File: src/rtl/pwm_sample_feeder.sv
`default_nettype none
// ============================================================================
// Module   : pwm_sample_feeder
// Brief    : Buffers signed audio samples and hands one per tick to a 32-bit
//            PWM as an attenuated, offset-binary duty-cycle word.
// Options  : PWM_FEEDER_STATS_EN adds a saturating underflow_count output.
// Revision : 1.0 - initial release
// ============================================================================
module pwm_sample_feeder #(
  parameter int SAMPLE_W    = 16,
  parameter int FIFO_DEPTH  = 8,
  parameter int TICK_PERIOD = 2268,
  parameter int PRIME_LEVEL = 4
) (
  input  logic                        clk_in,
  input  logic                        rst_in,
  input  logic [SAMPLE_W-1:0]         sample_in,
  input  logic                        sample_valid,
  output logic                        sample_ready,
  input  logic [3:0]                  shift_in,
  output logic [31:0]                 dc_out,
  output logic                        dc_valid,
  output logic [$clog2(FIFO_DEPTH):0] fifo_level,
`ifdef PWM_FEEDER_STATS_EN
  output logic [15:0]                 underflow_count,
`endif
  output logic                        underflow
);

  localparam int c_PTR_W = $clog2(FIFO_DEPTH);
  localparam int c_LVL_W = c_PTR_W + 1;
  localparam int c_CNT_W = (TICK_PERIOD > 1) ? $clog2(TICK_PERIOD) : 1;

  localparam logic [c_CNT_W-1:0] c_TICK_LAST = c_CNT_W'(TICK_PERIOD - 1);
  localparam logic [c_LVL_W-1:0] c_DEPTH     = c_LVL_W'(FIFO_DEPTH);
  localparam logic [c_LVL_W-1:0] c_PRIME     = c_LVL_W'(PRIME_LEVEL);
  localparam logic [31:0]        c_MIDSCALE  = 32'h8000_0000;

  typedef enum logic [0:0] {
    ST_PRIME = 1'b0,
    ST_RUN   = 1'b1
  } state_t;

  state_t                state_q;
  logic [c_CNT_W-1:0]    tick_cnt_q;
  logic [c_PTR_W-1:0]    wr_ptr_q;
  logic [c_PTR_W-1:0]    rd_ptr_q;
  logic [c_LVL_W-1:0]    level_q;
  logic [c_LVL_W-1:0]    level_d;
  logic                  ready_q;
  logic [31:0]           dc_q;
  logic                  dc_valid_q;
  logic                  underflow_q;
  logic [SAMPLE_W-1:0]   mem_q [FIFO_DEPTH];

  logic                  w_tick;
  logic                  w_empty;
  logic                  w_push;
  logic                  w_pop;
  logic                  w_starve;
  logic [SAMPLE_W-1:0]   w_head;
  logic signed [SAMPLE_W-1:0] w_shifted;
  logic [31:0]           w_conv;

  always_comb begin
    w_tick   = (tick_cnt_q == c_TICK_LAST);
    w_empty  = (level_q == '0);
    w_push   = sample_valid & ready_q;
    w_pop    = w_tick & ((state_q == ST_RUN) ? ~w_empty : (level_q >= c_PRIME));
    w_starve = w_tick & (state_q == ST_RUN) & w_empty;

    unique case ({w_push, w_pop})
      2'b10:   level_d = level_q + c_LVL_W'(1);
      2'b01:   level_d = level_q - c_LVL_W'(1);
      default: level_d = level_q;
    endcase
  end

  // Offset-binary conversion; very large shifts pin to the sign's extreme so
  // a negative sample never collapses to just-below-midscale.
  always_comb begin
    w_head    = mem_q[rd_ptr_q];
    w_shifted = $signed(w_head) >>> shift_in;
    if (32'(shift_in) >= 32'(SAMPLE_W - 1)) begin
      w_conv = w_head[SAMPLE_W-1] ? 32'h0000_0000 : c_MIDSCALE;
    end else begin
      w_conv = 32'({~w_shifted[SAMPLE_W-1], w_shifted[SAMPLE_W-2:0]}) << (32 - SAMPLE_W);
    end
  end

  always_ff @(posedge clk_in) begin
    if (w_push) begin
      mem_q[wr_ptr_q] <= sample_in;
    end
  end

  always_ff @(posedge clk_in or negedge rst_in) begin
    if (!rst_in) begin
      state_q     <= ST_PRIME;
      tick_cnt_q  <= '0;
      wr_ptr_q    <= '0;
      rd_ptr_q    <= '0;
      level_q     <= '0;
      ready_q     <= 1'b0;
      dc_q        <= c_MIDSCALE;
      dc_valid_q  <= 1'b0;
      underflow_q <= 1'b0;
    end else begin
      tick_cnt_q <= w_tick ? '0 : tick_cnt_q + c_CNT_W'(1);

      if (w_push) begin
        wr_ptr_q <= wr_ptr_q + c_PTR_W'(1);
      end
      if (w_pop) begin
        rd_ptr_q <= rd_ptr_q + c_PTR_W'(1);
        dc_q     <= w_conv;
      end
      level_q <= level_d;
      // Ready follows the post-update level, so a pop never opens a full FIFO
      // to a push in the same cycle.
      ready_q <= (level_d < c_DEPTH);

      dc_valid_q  <= w_pop | w_starve;
      underflow_q <= w_starve;

      unique case (state_q)
        ST_PRIME: if (w_pop)    state_q <= ST_RUN;
        ST_RUN:   if (w_starve) state_q <= ST_PRIME;
        default:                state_q <= ST_PRIME;
      endcase
    end
  end

`ifdef PWM_FEEDER_STATS_EN
  logic [15:0] uf_cnt_q;

  always_ff @(posedge clk_in or negedge rst_in) begin
    if (!rst_in) begin
      uf_cnt_q <= '0;
    end else if (w_starve && (uf_cnt_q != 16'hFFFF)) begin
      uf_cnt_q <= uf_cnt_q + 16'd1;
    end
  end

  assign underflow_count = uf_cnt_q;
`endif

  assign sample_ready = ready_q;
  assign dc_out       = dc_q;
  assign dc_valid     = dc_valid_q;
  assign underflow    = underflow_q;
  assign fifo_level   = level_q;

endmodule
`default_nettype wire

File: config.mk
export PLATFORM = sky130hd
export DESIGN_NAME = pwm_sample_feeder
export DESIGN_NICKNAME = d
export VERILOG_FILES = /design/src/rtl/pwm_sample_feeder.sv
export SDC_FILE = /design/constraint.sdc
export NUM_CORES = 1
export LEC_CHECK = 0
export CORE_UTILIZATION = 58
export CTS_CLUSTER_DIAMETER = 30
export CTS_CLUSTER_SIZE = 8
export DETAILED_ROUTE_END_ITERATION = 7
export PLACE_DENSITY = 0.91
export RECOVER_POWER = 25
export SLEW_MARGIN = 20
export SYNTH_ARGS = -nofsm -noshare
export SYNTH_HDL_FRONTEND = slang
export SYNTH_SLANG_ARGS = --single-unit
export TNS_END_PERCENT = 50
File: constraint.sdc
create_clock -name clk_in -period 4 [get_ports clk_in]
set_clock_uncertainty 0.15 [all_clocks]
set_input_delay 0.4 -clock clk_in [delete_from_list [all_inputs] [get_ports clk_in]]
set_output_delay 0.4 -clock clk_in [all_outputs]
set_load 0.05 [all_outputs]
==> out/results.ini <==
[global_route]
grt_pass1_vias=4377
grt_usage=0.255
grt_max_degree=43
grt_overflow_total=0
antenna_found_initial=0
grt_pass1_wl_mm=24.2

[timing]
rsz0062_at_grt=false
fin_ws_ns=0.895
slew-limit-headroom=0.306
tns_ns=0
layout_min_cycle_time_ns=3.11
hold_violations=0
setup_viol=0
worst_slew_pin_slew_ns=1.04
fmax_mhz=322
fin_crit_sh=0.776
maxSlewViolCount=0

[floorplan]
start_util=0.596
boundaryPins=62
rows=41
die-area_sq_um=13400
die_w_microns=116
coreArea_sq_um=12600
fp.dieH_microns=116

[detailed_routing]
drt-vias-per-instance=6.19
drc_errors=0
ant_nets=0
vias=4379
avgRoutedWirePerCell_microns=21.7
drt_first_pass_iters=5
drt_wl_total_mm=15.4
drtIter0Drc=517

[clock_network]
cts_hold_buf=1
clkTransAtPathRegs_ns=0.07
cts_tree=done
cts_resized=0
clkSinkCount=170
post-cts-setup-buffer-count=0
cts_root_buf=clkbuf_16
cts_buffer_depth=2
numCtsBuffers=17
htreeDepth=4
clock_latency_ns=0.43

[placement]
portBuffers=45
dp_slack_ns=0.877
dp_hpwl_mm=9.67
gp_congestion=0.872

[synth]
yosys.area.top_type=edfxtp_1
syn_inst=467
synth_seq_cells=170
yosysSeqAreaShare=0.650
synthFlopType=edfxtp_1
ys_top_cells_by_count=128 x edfxtp_1, 43 x nand2_1, 41 x dfrtp_1, 38 x mux4_2, 30 x nor2_1
synth_top_area_frac=0.511
syn_area_per_cell_sq_um=16.1
synthArstFlopShare=0.247
ys_warn_count=0
synth_edf_count=128
synth.area.top_cells=edfxtp_1 51%, dfrtp_1 14%, mux4_2 11%
synth_area_sq_um=7530
synth_cell_types=57
synth_most_common_cell=edfxtp_1

[cells_and_area]
drive_gt1_frac=0.206
n_fill_cell=772
syn2layout_area_growth_pct=16.2
ff_latch_area_sq_um=4900
layout.nets=552
diodes=0
multi_input_area_sq_um=2430

[status]
outcome=finished clean

[worst_setup_path]
end_kind=flip-flop
cpMaxStageDelayCell=dfrtp_2
crit_path_start_kind=flip-flop
slowest_delay_ns=0.90
r2r-start=rd_ptr_q[0]
crit_top_cell=mux4_2
crit_required_ns=4.18
crit_type=reg2reg
r2r_end=dc_out[21]
path_max_fanout=24
crit_end=dc_out[21]
critPathArrivalTime_ns=3.28
crit_path_start=rd_ptr_q[0]
crit_chain=buf_12, mux4_2, mux4_2, mux2i_1, mux2_2, o221ai_1, o21a_1
rrSetupSlack_ns=0.89
ff2ff_path_depth=7

[pwr]
irDropWorstVdd_uv=338
p_per_area_nw_per_um2=525
p_leak_nw=3.09

[flow_run]
cap_violations=0

[min_path]
hold_path_class=reg2reg

## critical path: cells and delay by family (launching register included)
family | cells | cell delay (ns)
buffers and inverters | 1 | 0.24
multiplexers | 4 | 1.46
flip-flops | 1 | 0.90
AO/OA/AOI/OAI | 2 | 0.24
## worst min path at each step
stage          startpoint  cells after the start    endpoint
3_5_place_dp   dc_out[31]                      2  dc_out[31]
2_1_floorplan      rst_in                      0   async pin
4_1_cts        dc_out[31]                      2  dc_out[31]
3_3_place_gp   dc_out[31]                      2  dc_out[31]
6_report       dc_out[31]                      2  dc_out[31]
5_1_grt        dc_out[31]                      2  dc_out[31]
## per-layer routing
layer	GRT usage	routed length [microns]	vias up
met5	0	0	-
met4	0.0949	346	0
met3	0.0638	1190	39
met2	0.411	7730	265
met1	0.339	6090	2176
li1	-	-	1899
## cells by family (layout without fill, tap and decap cells)
family                     after synthesis  count (layout)  share of synthesized area
DFF                                    170             170                      0.650
muxes                                   69              69                      0.169
other                                    1              16                   0.000498
adders and majority gates                7               7                     0.0126
xor gates and xnor gates                16              16                     0.0186
AOI/OAI and AO/OA                       50              50                     0.0475
buffers and inverters                   45              98                     0.0369
and+or+nand+nor                        109             109                     0.0648
## layout make-up
cell class              count  area share
well taps                 172      0.0246
clock buffers              17      0.0486
clock inverters            15      0.0209
flip-flops and latches    170       0.560
inverters                   7     0.00300
repair buffers             59      0.0647
multi-input cells         267       0.278
## cells in the final DEF (no fill, tap or decap), types with 3 or more instances in the layout
cell / n
nor2_1: 30
mux2_2: 11
o21a_1: 3
dfrtp_1: 40
and3_1: 3
clkdlybuf4s50_1: 32
mux2i_1: 13
clkinv_4: 3
mux4_1: 5
mux4_2: 38
a21o_1: 3
edfxtp_1: 128
inv_8: 4
o211ai_1: 6
nand3_1: 11
o221ai_1: 4
conb_1: 16
dlygate4sd3_1: 13
or2_2: 4
nand4_1: 3
clkbuf_16: 17
nand2b_1: 3
nor3_1: 3
xnor2_1: 12
nand2_1: 43
ha_1: 6
clkinv_8: 3
xor2_1: 4
o21ai_0: 8
a21oi_1: 7
buf_4: 12
inv_1: 4
## metrics by stage
stage          area (sq um)  utilization  power, mW  std cells  hold WS, ns
3_3_place_gp           8130        0.644       2.92        674        0.298
4_1_cts                8740        0.693       4.61        707        0.310
5_1_grt                8740        0.693       4.74        707        0.343
2_1_floorplan          7580            -       2.70        482      -0.0456
3_5_place_dp           8130        0.644       2.97        674        0.300
6_report               8740        0.693       4.59        707        0.307
## flip-flops by register name, indices dropped and copies added (netlist names), named ones only
signal,flops
fifo_level,3
dc_valid,1
rd_ptr_q,3
wr_ptr_q,3
mem_q,128
state_q,1
underflow,1
sample_ready,1
dc_out,16
tick_cnt_q,12
## power breakdown
part	leakage (nW)	switching [mW]	total [mW]	internal [mW]
clock	0.290	0.747	1.64	0.894
sequential	1.66	0.109	2.23	2.12
combinational	1.14	0.463	0.723	0.260
total	3.09	1.32	4.59	3.27
Note: power is estimated with default switching activity, not from simulation.
